$ cat src/rtl/uart_frame_host.sv
// Frame host between the UART byte interface and the image RAM / classifier.
// Hunts for a sync byte, loads one frame of pixels, then returns a 2-byte reply.
module uart_frame_host #(
  parameter int             NUM_PIX   = 784,
  parameter int             ADDR_W    = 10,
  parameter logic [7:0]     SYNC_BYTE = 8'hAA,
  parameter logic [7:0]     RESP_HDR  = 8'h55,
  parameter int             TIMEOUT   = 5_000_000
) (
  input  logic              clk,
  input  logic              rst_n,
  input  logic              rx_rdy,
  input  logic [7:0]        rx_data,
  output logic              clr_rx_rdy,
  output logic              trmt,
  output logic [7:0]        tx_data,
  input  logic              tx_done,
  output logic              img_we,
  output logic [ADDR_W-1:0] img_addr,
  output logic [7:0]        img_wdata,
  output logic              img_done,
  input  logic              res_vld,
  input  logic [3:0]        res_class,
  output logic              busy,
  output logic              frm_err
);

  localparam int IDLE_W = $clog2(TIMEOUT + 1);
  localparam logic [IDLE_W-1:0] IDLE_LAST = IDLE_W'(TIMEOUT - 1);
  localparam logic [ADDR_W-1:0] PIX_LAST  = ADDR_W'(NUM_PIX - 1);

  typedef enum logic [2:0] {IDLE, LOAD, WAIT_RES, TX_HDR, TX_CLS} state_t;

  state_t            state;
  logic [ADDR_W-1:0] pix_cnt;
  logic [IDLE_W-1:0] idle_cnt;
  logic [3:0]        cls;
  logic [1:0]        skip;
  logic              done_pend;
  logic              accept;

  // A byte still showing rx_rdy while we are clearing it has already been taken.
  assign accept = rx_rdy && !clr_rx_rdy;
  assign busy   = (state != IDLE);

  always_ff @(posedge clk or negedge rst_n) begin
    if (!rst_n) begin
      state      <= IDLE;
      pix_cnt    <= '0;
      idle_cnt   <= '0;
      cls        <= '0;
      skip       <= '0;
      done_pend  <= 1'b0;
      clr_rx_rdy <= 1'b0;
      trmt       <= 1'b0;
      tx_data    <= '0;
      img_we     <= 1'b0;
      img_addr   <= '0;
      img_wdata  <= '0;
      img_done   <= 1'b0;
      frm_err    <= 1'b0;
    end else begin
      clr_rx_rdy <= accept;
      img_we     <= 1'b0;
      trmt       <= 1'b0;
      frm_err    <= 1'b0;
      done_pend  <= 1'b0;
      img_done   <= done_pend;
      case (state)
        IDLE: begin
          if (accept && rx_data == SYNC_BYTE) begin
            state    <= LOAD;
            pix_cnt  <= '0;
            idle_cnt <= '0;
          end
        end
        LOAD: begin
          if (accept) begin
            img_we    <= 1'b1;
            img_addr  <= pix_cnt;
            img_wdata <= rx_data;
            idle_cnt  <= '0;
            if (pix_cnt == PIX_LAST) begin
              done_pend <= 1'b1;
              state     <= WAIT_RES;
            end else begin
              pix_cnt <= pix_cnt + 1'b1;
            end
          end else if (idle_cnt == IDLE_LAST) begin
            frm_err <= 1'b1;
            state   <= IDLE;
          end else begin
            idle_cnt <= idle_cnt + 1'b1;
          end
        end
        WAIT_RES: begin
          if (res_vld) begin
            cls     <= res_class;
            tx_data <= RESP_HDR;
            trmt    <= 1'b1;
            skip    <= 2'd2;
            state   <= TX_HDR;
          end
        end
        // tx_done is stale for the trmt cycle and the one after it.
        TX_HDR: begin
          if (skip != 2'd0) begin
            skip <= skip - 1'b1;
          end else if (tx_done) begin
            tx_data <= {4'h0, cls};
            trmt    <= 1'b1;
            skip    <= 2'd2;
            state   <= TX_CLS;
          end
        end
        TX_CLS: begin
          if (skip != 2'd0) begin
            skip <= skip - 1'b1;
          end else if (tx_done) begin
            state <= IDLE;
          end
        end
        default: state <= IDLE;
      endcase
    end
  end

endmodule
$ cat config.mk
export PLATFORM = sky130hd
export DESIGN_NAME = uart_frame_host
export DESIGN_NICKNAME = d
export VERILOG_FILES = /design/src/rtl/uart_frame_host.sv
export SDC_FILE = /design/constraint.sdc
export NUM_CORES = 1
export LEC_CHECK = 0
export ABC_CLOCK_PERIOD_IN_PS = 2250
export BUFFER_PORTS_ARGS = -buffer_cell sky130_fd_sc_hd__buf_2
export CAP_MARGIN = 20
export CORE_MARGIN = 5
export CORE_UTILIZATION = 30
export CTS_CLUSTER_DIAMETER = 50
export CTS_CLUSTER_SIZE = 28
export DETAILED_ROUTE_END_ITERATION = 10
export PLACE_DENSITY_LB_ADDON = 0.3
export SYNTH_ARGS = -nofsm -noshare
export SYNTH_HDL_FRONTEND = slang
export SYNTH_SLANG_ARGS = --single-unit
$ cat constraint.sdc
create_clock -name clk -period 2.25 [get_ports clk]
set_input_delay 0.5625 -clock clk [delete_from_list [all_inputs] [get_ports clk]]
set_output_delay 0.5625 -clock clk [all_outputs]
set_load 0.05 [all_outputs]
======== Word level (Yosys, flattened, before mapping) ========
Index checks and enable logic that the tools add are counted.
word-level totals
  bits in registers ....................... 74
  bits in latches ......................... 0
  bits in writable memories ............... 0
  ROM bits ................................ 0
  input bits .............................. 17
  output and inout bits ................... 32
  logic and storage cells ................. 92
  memories kept ........................... 0
cells by class
  add/sub/neg operators ................... 3
  multiply operators ...................... 0
  div/mod/pow operators ................... 0
  $lt $le $gt $ge ......................... 0
  eq/ne operators ......................... 20
  shift-type cells ........................ 0
  mux-type cells .......................... 39
  bitwise operators ....................... 0
  reductions and logical operators ........ 16
operator list
  operator                                              count
  two-way mux 23 bit                                    3
  one-hot mux 23 bit (2 select lines)                   1
  two-way mux 10 bit                                    3
  two-way mux 3 bit                                     9
  two-way mux 8 bit                                     3
  adder 23 x 1 -> 23 bit (second input constant)        1
  equality test 23 bit (second input constant)          1
  one-hot mux 10 bit (2 select lines)                   1
  inequality test 2 bit (second input constant)         9
  one-hot mux 8 bit (2 select lines)                    1
  one-hot mux 3 bit (5 select lines)                    1
  inequality test 3 bit (second input constant)         4
  AND reduction 4 bit                                   3
  two-way mux 1 bit                                     11
  adder 10 x 1 -> 10 bit (second input constant)        1
  equality test 10 bit (second input constant)          1
  equality test 8 bit (second input constant)           1
  two-way mux 2 bit                                     4
  AND reduction 8 bit                                   1
  equality test 3 x 2 -> 1 bit (second input constant)  2
  one-hot mux 2 bit (3 select lines)                    1
  nonzero test 2 bit                                    3
  nonzero test 3 bit                                    2
  AND reduction 2 bit                                   2
  other kinds (8)                                       9

======== Depth between registers and ports, before layout ========
Gate-level depths: netlist (run 1).
  depth in word-level cells ............... 5
  gate-level depth with buffers ........... 7
  depth with buffers taken out ............ 7

======== Worst setup path after synthesis (run 1) ========
No wires, ideal clock.
  path type ............................... flip-flop to flip-flop
  from .................................... register state[1]
  to ...................................... register pix_cnt[5]
  setup time .............................. 82 ps
  arrival ................................. 1920 ps
  data required time ...................... 2168 ps
  slack ................................... 248 ps
  stages on the path, launching flop included .. 7
  path buffers ............................ 1
  period minus slack after synthesis ...... 2002 ps
  cell sequence ........................... dfrtp_1 > or3_1 > a31o_2 > and2_4 > buf_6 > and3_4 > a31oi_1
on the way
  cells in the longest elaborated chain, start to end .. 3
  elaborated cells on any way between the ends .. 8
  those cells by class .................... eq/ne (4); mux (1); reduce/logical (3)
ends and longest elaborated chain
  item                                                                   RTL line  RTL
  start: declaration                                                     34        state_t state;
  start signal: assignment                                               48        state <= IDLE;
  start signal: assignment                                               72        state <= LOAD;
  start signal: assignment                                               85        state <= WAIT_RES;
  equality test 3 x 1 -> 1 bit or zero test 3 bit (tied branches)        69        case (state)
  inequality test 2 bit (no line) or nonzero test 2 bit (tied branches)  n/a
  AND reduction 4 bit (no line)                                          n/a
  end signal: assignment                                                 87        pix_cnt <= pix_cnt + 1'b1;
  end: declaration                                                       35        logic [ADDR_W-1:0] pix_cnt;
Parallel ways exist; a longest one is shown, timed or not.
A chain may end at the register's enable or synchronous reset.

======== Final worst setup path (run 1) ========
  from .................................... register state[1]
  to ...................................... output port busy
on the way
  cells in the longest elaborated chain, start to end .. 1
ends and longest elaborated chain
  item                RTL line  RTL
  nonzero test 3 bit  44        assign busy = (state != IDLE);
  end: declaration    24        output logic busy,
No other way between the ends.

==> results of run 1 <==
-- worst min-delay path by stage --
| stage | startpoint | endpoint | slack [ns] | depth (start not counted) |
|---|---|---|---|---|
| final | rst_n | img_wdata[5] | 0.15 | 1 |
| after floorplan | rst_n | clr_rx_rdy | 0.27 | 0 |
| after detailed placement | done_pend | img_done | 0.34 | 0 |
| after global routing | rst_n | img_wdata[6] | 0.17 | 1 |
| after CTS | rst_n | img_wdata[6] | 0.15 | 1 |
| after global placement | done_pend | img_done | 0.34 | 0 |
-- through the flow --
stage                     instance area [um2]  cells  hold slack, ns
final                                    4190    581           0.148
after global routing                     4190    581           0.165
after CTS                                4190    581           0.153
after detailed placement                 3900    566           0.339
after global placement                   3900    566           0.339
after floorplan                          3470    383           0.267
-- registers in the layout, indices dropped and copies added (netlist names) --
name / cells
idle_cnt: 23
img_addr: 10
pix_cnt: 10
img_wdata: 8
tx_data: 5
cls: 4
state: 3
skip: 2
clr_rx_rdy: 1
done_pend: 1
frm_err: 1
img_done: 1
img_we: 1
trmt: 1
-- cells by family after synthesis --
group,Yosys count,synth area share
AOI/OAI and AO/OA,95,0.162
muxes,5,0.0162
adders and majority gates,4,0.0144
and+or+nand+nor,176,0.253
buffers and inverters,30,0.0408
DFF,71,0.512
other,1,0.00108
-- synth_stat cells, types with 2 or more instances --
cell type and n:
nand2_1 75, a31oi_1 11, and3_1 9, or3_1 2, ha_1 4, nand4_1 9, nor4_1 5, nand3b_1 2
dfrtp_1 71, a22o_1 3, o21a_1 4, nor3b_1 2, nor3_1 2, o22ai_1 2, inv_1 9, clkbuf_1 13
nor3b_2 2, nor4bb_1 2, o211ai_1 2, mux2_2 5, nand2b_1 5, buf_2 2, o31ai_1 6, buf_4 5
nor2b_1 2, and2_1 3, a21oi_1 25, nor2_1 27, nand3_1 19, or4_1 2, o21ai_0 34
-- layer usage --
metal,global-route usage,vias to the layer above
li1,-,1453
met1,0.156,1404
met2,0.179,62
met3,0.0432,6
met4,0.0401,0
met5,0,-
-- cell usage in the layout (no fill, tap or decap), types with 2 or more instances in the layout --
| cell type | Yosys | routed |
|---|---|---|
| inv_1 | 9 | 9 |
| nor3_1 | 2 | 2 |
| nor4_1 | 5 | 5 |
| clkinvlp_4 | 0 | 3 |
| o31ai_1 | 6 | 6 |
| and3_1 | 9 | 9 |
| o211ai_1 | 2 | 2 |
| or4_1 | 2 | 2 |
| or3_1 | 2 | 2 |
| nor3b_1 | 2 | 2 |
| nand3_1 | 19 | 19 |
| nand2b_1 | 5 | 5 |
| dfrtp_1 | 71 | 71 |
| a22o_1 | 3 | 3 |
| clkinv_2 | 0 | 2 |
| a21oi_1 | 25 | 25 |
| nand3b_1 | 2 | 2 |
| nor3b_2 | 2 | 2 |
| buf_4 | 5 | 14 |
| o22ai_1 | 2 | 2 |
| and2_1 | 3 | 3 |
| conb_1 | 1 | 2 |
| nor2_1 | 27 | 27 |
| o21a_1 | 4 | 4 |
| buf_2 | 2 | 46 |
| ha_1 | 4 | 4 |
| clkbuf_16 | 0 | 9 |
| nor4bb_1 | 2 | 2 |
| nor2b_1 | 2 | 2 |
| nand4_1 | 9 | 9 |
| nand2_1 | 75 | 75 |
| o21ai_0 | 34 | 34 |
| mux2_2 | 5 | 5 |
| a31oi_1 | 11 | 11 |
-- power by group --
group | switching, uW | total (uW) | internal, uW
sequential | 111 | 1540 | 1430
clock | 523 | 1370 | 846
combinational | 786 | 1120 | 334
total | 1420 | 4030 | 2610
-- cell type report --
cell class	instances	area (um2)
Sequential cell	71	1780
Multi-Input combinational cell	282	1550
Tap cell	143	179
Fill cell	1172	7180
Clock buffer	9	225
Inverter	9	33.8
Timing Repair Buffer	61	355
Clock inverter	6	62.6
==> run metrics, run 1 <==
die area 13,800 um2; CP delay by family, top flip-flops; period utilization 0.896; First-pass DRT Iterations 4; internal reg-to-reg setup slack 0.28 ns; Critical Path Start Type flip-flop; routed wl met3 526 um; pre-CTS setup slack 0.108 ns; final wirelength 7940 um; vias 2,925; DIE WIDTH 118 um; Congestion Overflow GR 0; peak supply drop 0.642 mV; post-CTS sizing 0; WL/cell 13.7 um; vias in the first global route 2,827; clock buffer depth 2; crit path DAT 1.45 ns; Clock Skew 0.00470 ns; CTS Hold Bufs 0; GPL Wtd Cong 0.789; crit path max fanout 9; I/O pin total 49; clock sinks 71; overall power 4030 uW; post-CTS setup buffers 0; H-tree lvl count 3; reg2reg start idle_cnt[4]; Slew Limit Headroom 0.570; Critical Path RT 1.69 ns; final setup fails 0; HPWL after DPL 5720 um; Seq/Total Area, Yosys 0.512; top-area cell type share of the netlist area 0.512; fraction of layout cells with a size suffix above 1 0.205; main area contributors after synthesis dfrtp_1 51%, nand2_1 8.1%, o21ai_0 4.9%, a21oi_1 3.6%, nor2_1 2.9%; post-synth top area cell dfrtp_1; CTS clk-pin slew, worst paths 0.06 ns; Core ar. 11,400 um2; top_reg_cell synth dfrtp_1; CTS tree done; die height 118 um; worst path buffer plus inverter count 1; Yosys warnings 0; n_diodes 0; utilization after layout 0.368; Synth Register Bits 71; number of max-cap violations 0; Via-to-Cell Ratio 5.03; setup TNS 0 ns; Remaining DRCs 0; TritonCTS Buffers 9; first-pass GRT wire length 13,700 um; Total GRT Usage 0.118; Routed Antenna Nets 0; Async S/R FF share, synth 1.00; clk root buf clkbuf_16; number of synthesized flops with an enable pin 0; Least-Margin Pin Slew 0.639 ns; R2R depth 5; min-delay worst type in2async; DRT iter0 DRCs 254; initial antenna violation count 0; reg-to-reg endpoint idle_cnt[20]; largest net degree at the start of global routing 39; setup repair after global routing missed its margin false; status finished clean; post-synthesis cell count 382; clk_lat worst skew 0.33 ns; Final Hold Fails 0; Syn-to-layout area delta 20.7%; CP Capture Type output port; starting density of the core 0.305; PD cells 962 nW/um2; CP peak stage delay 0.47 ns; CP cell instances or3_1, buf_2; post-layout min period 2.02 ns; met2 wire len 3610 um; Levels on crit path 2; wire length on met1 3710 um; LEAKAGE 0.00202 uW; Max Freq 496 MHz; Port-buffer cells 46; Max Slew Vio Count 0; # nets final 455; Crit-path slowest cell dfrtp_1; cell area after synthesis 3470 um2; Mean Syn Cell Area 9.08 um2; worst setup path endpoint busy; Placement Rows 39; Netlist cell types 49; highest routed layer met4; Final WS setup 0.234 ns; Crit Path Class reg2out; CP startpoint state[1]
No activity file was read; power rests on OpenSTA's default activity.
==> run 2, diff against run 1 <==
--- a/config.mk
+++ b/config.mk
@@ -9,10 +9,11 @@
 export BUFFER_PORTS_ARGS = -buffer_cell sky130_fd_sc_hd__buf_2
 export CAP_MARGIN = 20
 export CORE_MARGIN = 5
-export CORE_UTILIZATION = 30
+export CORE_UTILIZATION = 40
 export CTS_CLUSTER_DIAMETER = 50
 export CTS_CLUSTER_SIZE = 28
 export DETAILED_ROUTE_END_ITERATION = 10
+export HOLD_SLACK_MARGIN = 0.1
 export PLACE_DENSITY_LB_ADDON = 0.3
 export SYNTH_ARGS = -nofsm -noshare
 export SYNTH_HDL_FRONTEND = slang
==> run 2 against run 1 <==
- die area shrank 23%
- setup slack worse by 0.014 ns
- first-iteration DRC count shrank 28%
- sequential power hardly changed
- wire length is 4.4% lower
==> run metrics, run 2 (synthesis gave the netlist of run 1 again) <==
number of max-cap violations 0 (unchanged); crit path DAT 1.47 ns (+0.02 ns); Critical Path RT 1.69 ns (about the same); setup repair after global routing missed its margin false; LEAKAGE 0.00200 uW (-0.79%); switch share 0.341 (-0.0120); initial antenna violation count 0 (unchanged); clock sinks 71 (unchanged); first-pass GRT wire length 12,900 um (-5.3%); CP Capture Type output port; final wirelength 7580 um (-4.4%); Crit Path Class reg2out; H-tree lvl count 3 (unchanged); setup TNS 0 ns (unchanged); top flop regs idle_cnt: 23 flops, img_addr: 10 flops, pix_cnt: 10 flops; vias 2,916 (-0.31%); # nets final 451 (-0.88%); largest net degree at the start of global routing 72 (+85%); Total GRT Usage 0.154 (+0.0359); peak supply drop 0.349 mV (-46%); period utilization 0.902 (+0.00624); Port-buffer cells 46 (unchanged); most common cell after layout, fill and taps aside nand2_1; Flop pwr share 0.377 (-0.005); switching power total 1380 uW (-2.8%); Critical Path Start Type flip-flop; Routed Antenna Nets 0 (unchanged); vias in the first global route 2,726 (-3.6%); R2R depth 5 (unchanged); post-CTS sizing 0 (unchanged); Logic pwr share 0.278 (about the same); Final Hold Fails 0 (unchanged); pre-CTS setup slack 0.134 ns (+0.0255 ns); First-pass DRT Iterations 4 (unchanged); TritonCTS Buffers 9 (unchanged); Congestion Overflow GR 0 (unchanged); Max Freq 493 MHz (-0.69%); final setup fails 0 (unchanged); internal reg-to-reg setup slack 0.25 ns (-0.03 ns); fraction of layout cells with a size suffix above 1 0.200 (-0.00548); WL/cell 14.0 um (+2.2%); clk_lat worst skew 0.35 ns (+0.02 ns); Least-Margin Pin Slew 0.594 ns (-0.0451 ns); worst setup path endpoint busy; commonest cells after routing, fill and taps aside 75 x nand2_1, 71 x dfrtp_1, 46 x buf_2, 34 x o21ai_0, 27 x nor2_1; Final WS setup 0.220 ns (-0.0140 ns); Remaining DRCs 0 (unchanged); Post-DP Area 3840 um2 (-1.6%); Clk pwr share 0.345 (+0.005); status finished clean; Core ar. 8590 um2 (-24%); starting density of the core 0.403 (+0.0985); post-CTS setup buffers 0 (unchanged); DRT iter0 DRCs 183 (-28%); crit path max fanout 9 (unchanged); Max Slew Vio Count 0 (unchanged); max FFs per register 23 (unchanged); die area 10,600 um2 (-23%); I/O pin total 49 (unchanged); Slew Limit Headroom 0.601 (+0.0303); Syn-to-layout area delta 18.7%; die height 103 um (-12%); Clock Skew 0.00998 ns (+0.00528 ns); post-layout min period 2.03 ns (+0.0140 ns); clk root buf clkbuf_8; # fillers 834 (-29%); reg-to-reg endpoint pix_cnt[5]; min-delay worst type in2async; DIE WIDTH 103 um (-12%); final instance area 4120 um2 (-1.7%); CTS Hold Bufs 0 (unchanged); GPL Wtd Cong 0.821 (+4.1%); HPWL after DPL 5210 um (-8.9%); CP startpoint state[1]; P_int 2670 uW (+2.5%); Biggest register idle_cnt; CTS tree done; CTS clk-pin slew, worst paths 0.08 ns (+0.02 ns); clock buffer depth 2 (unchanged); Via-to-Cell Ratio 5.37 (+6.7%); Placement Rows 34 (-13%); n_diodes 0 (unchanged); reg2reg start state[2]; PD cells 985 nW/um2 (+2.4%)
run 2: cell count changes in the layout (fill, tap and decap cells not counted), sizes merged:
cell	change
buf	-4
bufinv	+3
clkbuf	+2
clkinv	-2
clkinvlp	-2
run 2: area by class of cell:
cell class	count	area, um2	area share
Clock inverter	5	128	0.0310
Sequential cell	71	1780	0.432
Clock buffer	11	151	0.0368
Multi-Input combinational cell	282	1550	0.377
Timing Repair Buffer	57	338	0.0821
Inverter	9	33.8	0.00821
Tap cell	108	135	0.0328
run 2: worst min-delay path by stage:
stage	from	endpoint	slack [ns]	cells after the start
detailed placement	done_pend	img_done	0.34	0
global placement	done_pend	img_done	0.33	0
global route	rst_n	img_wdata[5]	0.25	2
finish	rst_n	img_wdata[5]	0.23	2
floorplan	rst_n	clr_rx_rdy	0.27	0
CTS	rst_n	img_wdata[5]	0.24	2
run 2: per-stage QoR:
step | instances | hold slack (ns) | total power [uW] | util
after floorplan | 383 | 0.267 | 2380 | -
after global placement | 527 | 0.334 | 2670 | 0.446
after detailed placement | 527 | 0.338 | 2690 | 0.446
after CTS | 543 | 0.242 | 4100 | 0.479
after global routing | 543 | 0.248 | 4280 | 0.479
final | 543 | 0.233 | 4050 | 0.479
run 2: critical path, cell delays in order, from the launching register on:
cell	delay (ns)
dfrtp_1	0.48
or3_1	0.41
buf_2	0.23
run 2: power groups by stage:
stage	clock [uW]	sequential (uW)	combinational (uW)
finish	1400	1530	1130
global route	1490	1550	1240
CTS	1430	1530	1140
detailed placement	0	1550	1140
global placement	0	1540	1120
floorplan	0	1840	545
run 2: layer usage:
metal  share of wire  GRT usage  vias to the layer above
met3           0.062     0.0447                        7
met5               0          0                        -
li1                -          -                     1444
met2            0.45      0.238                       65
met1            0.48      0.212                     1400
met4           0.012     0.0428                        0
==> run 3, diff against run 2 <==
--- a/config.mk
+++ b/config.mk
@@ -9,7 +9,7 @@
 export BUFFER_PORTS_ARGS = -buffer_cell sky130_fd_sc_hd__buf_2
 export CAP_MARGIN = 20
 export CORE_MARGIN = 5
-export CORE_UTILIZATION = 40
+export CORE_UTILIZATION = 57
 export CTS_CLUSTER_DIAMETER = 50
 export CTS_CLUSTER_SIZE = 28
 export DETAILED_ROUTE_END_ITERATION = 10
==> run 3 against run 2 <==
- utilization rose by 20 points
- clock power fell by 29%
- final cell count fell by 5.9%
- design area fell by 2.7%
- critical path depth did not move
- die area fell by 27%
- power fell by 9.3%
- global-route usage rose by 6.3 points
- largest cell class unchanged
- hold slack got worse by 0.0059 ns
- via count rose by 2.1%
==> run metrics, run 3 (synthesis gave the netlist of run 1 again) <==
# nets final 452 (+0.22%); starting density of the core 0.586 (+0.182); switch share 0.370 (+0.0292); CP cell instances or3_1, buf_2; internal reg-to-reg setup slack 0.30 ns (+0.05 ns); Logic pwr share 0.310 (+0.032); die height 88.0 um (-15%); LEAKAGE 0.00198 uW (-1.2%); first-pass GRT wire length 13,100 um (+0.96%); period utilization 0.939 (+0.0365); final setup fails 0 (unchanged); peak supply drop 0.582 mV (+67%); vias in the first global route 2,914 (+6.9%); DIE WIDTH 88.0 um (-15%); n_diodes 0 (unchanged); crit path max fanout 13 (+4); Max Slew Vio Count 0 (unchanged); Total GRT Usage 0.217 (+0.0628); setup repair after global routing missed its margin false; Flop pwr share 0.421 (+0.044); First-pass DRT Iterations 4 (unchanged); Critical Path RT 1.69 ns (about the same); Via-to-Cell Ratio 5.82 (+8.4%); Crit-path slowest cell dfrtp_1; Biggest register idle_cnt; Core ar. 5920 um2 (-31%); # fillers 470 (-44%); commonest cells after routing, fill and taps aside 75 x nand2_1, 71 x dfrtp_1, 46 x buf_2, 34 x o21ai_0, 27 x nor2_1; CP Capture Type output port; clock buffer depth 2 (unchanged); post-CTS setup buffers 0 (unchanged); clock sinks 71 (unchanged); clk root buf clkbuf_8; largest net degree at the start of global routing 72 (unchanged); Placement Rows 28 (-18%); WL/cell 14.7 um (+5.0%); setup TNS 0 ns (unchanged); CTS clk-pin slew, worst paths 0.07 ns (about the same); vias 2,976 (+2.1%); final wirelength 7490 um (-1.2%); post-layout min period 2.11 ns (+0.0821 ns); most common cell after layout, fill and taps aside nand2_1; Max Freq 473 MHz (-3.9%); switching power total 1360 uW (-1.5%); I/O pin total 49 (unchanged); Crit Path Class reg2out; GPL Wtd Cong 0.885 (+7.7%); DRT iter0 DRCs 194 (+6.0%); post-CTS sizing 0 (unchanged); pre-CTS setup slack 0.207 ns (+0.0728 ns); crit path DAT 1.55 ns (+0.08 ns); max FFs per register 23 (unchanged); number of max-cap violations 0 (unchanged); top flop regs idle_cnt: 23 flops, img_addr: 10 flops, pix_cnt: 10 flops; CP peak stage delay 0.50 ns (+0.02 ns); Clock Skew 0.00647 ns (-0.00350 ns); initial antenna violation count 0 (unchanged); TritonCTS Buffers 9 (unchanged); CTS Hold Bufs 0 (unchanged); R2R depth 6 (+1); Clk pwr share 0.269 (-0.076); min-delay worst type in2async; Least-Margin Pin Slew 0.597 ns (+0.00340 ns); Final Hold Fails 0 (unchanged); Port-buffer cells 46 (unchanged); Routed Antenna Nets 0 (unchanged); Critical Path Start Type flip-flop; PD cells 918 nW/um2 (-6.8%); Slew Limit Headroom 0.601 (about the same); HPWL after DPL 5230 um (+0.46%); Congestion Overflow GR 0 (unchanged); status finished clean; CTS tree done; die area 7740 um2 (-27%); clk_lat worst skew 0.34 ns (about the same); fraction of layout cells with a size suffix above 1 0.197 (-0.00275); Final WS setup 0.138 ns (-0.0821 ns); Fin Hold WS 0.227 ns (-0.00591 ns); P_int 2320 uW (-13%); Syn-to-layout area delta 15.5%; H-tree lvl count 3 (unchanged); Remaining DRCs 0 (unchanged)
run 3: final cells by class:
cell class / count / area, um2 / area share
inverters: 9 / 33.8 / 0.00843
repair buffers: 58 / 358 / 0.0893
multi-input cells: 282 / 1550 / 0.388
flip-flops and latches: 71 / 1780 / 0.444
well taps: 75 / 93.8 / 0.0234
clock buffers: 12 / 145 / 0.0362
clock inverters: 4 / 45.0 / 0.0112
run 3: path summary, 6_finish.rpt:
path,start,endpoint
min,rst_n,skip[1]
min reg2reg,done_pend,img_done
max in group asynchronous,rst_n,idle_cnt[12]
max reg2reg,idle_cnt[0],state[0]
max,state[0],busy
min in group clk,done_pend,img_done
run 3: per-stage QoR:
stage / total power (uW) / utilization / std cells / instance area, um2
after floorplan: 2380 / - / 383 / 3470
after global placement: 2680 / 0.644 / 495 / 3810
after detailed placement: 2710 / 0.644 / 495 / 3810
after CTS: 3710 / 0.676 / 511 / 4010
after global routing: 3890 / 0.676 / 511 / 4010
final: 3680 / 0.676 / 511 / 4010
run 3: power groups by stage:
stage          logic, uW  registers, uW  clock network (uW)
3_5_place_dp        1140           1570                   0
4_1_cts             1150           1550                1020
3_3_place_gp        1120           1570                   0
2_1_floorplan        545           1840                   0
5_1_grt             1250           1570                1080
6_report            1140           1550                 991
run 3: metal layers:
metal  part of all wire  GRT usage  up-vias
li1                   -          -     1448
met1               0.43      0.275     1423
met2               0.49      0.359       94
met3              0.061     0.0499       11
met4              0.016     0.0879        0
met5                  0          0        -
run 3: critical path: cells and delay by family (launching register included):
kind	cells	cell delay, ns
AND/OR/NAND/NOR	1	0.47
buffers and inverters	1	0.24
flip-flops	1	0.50
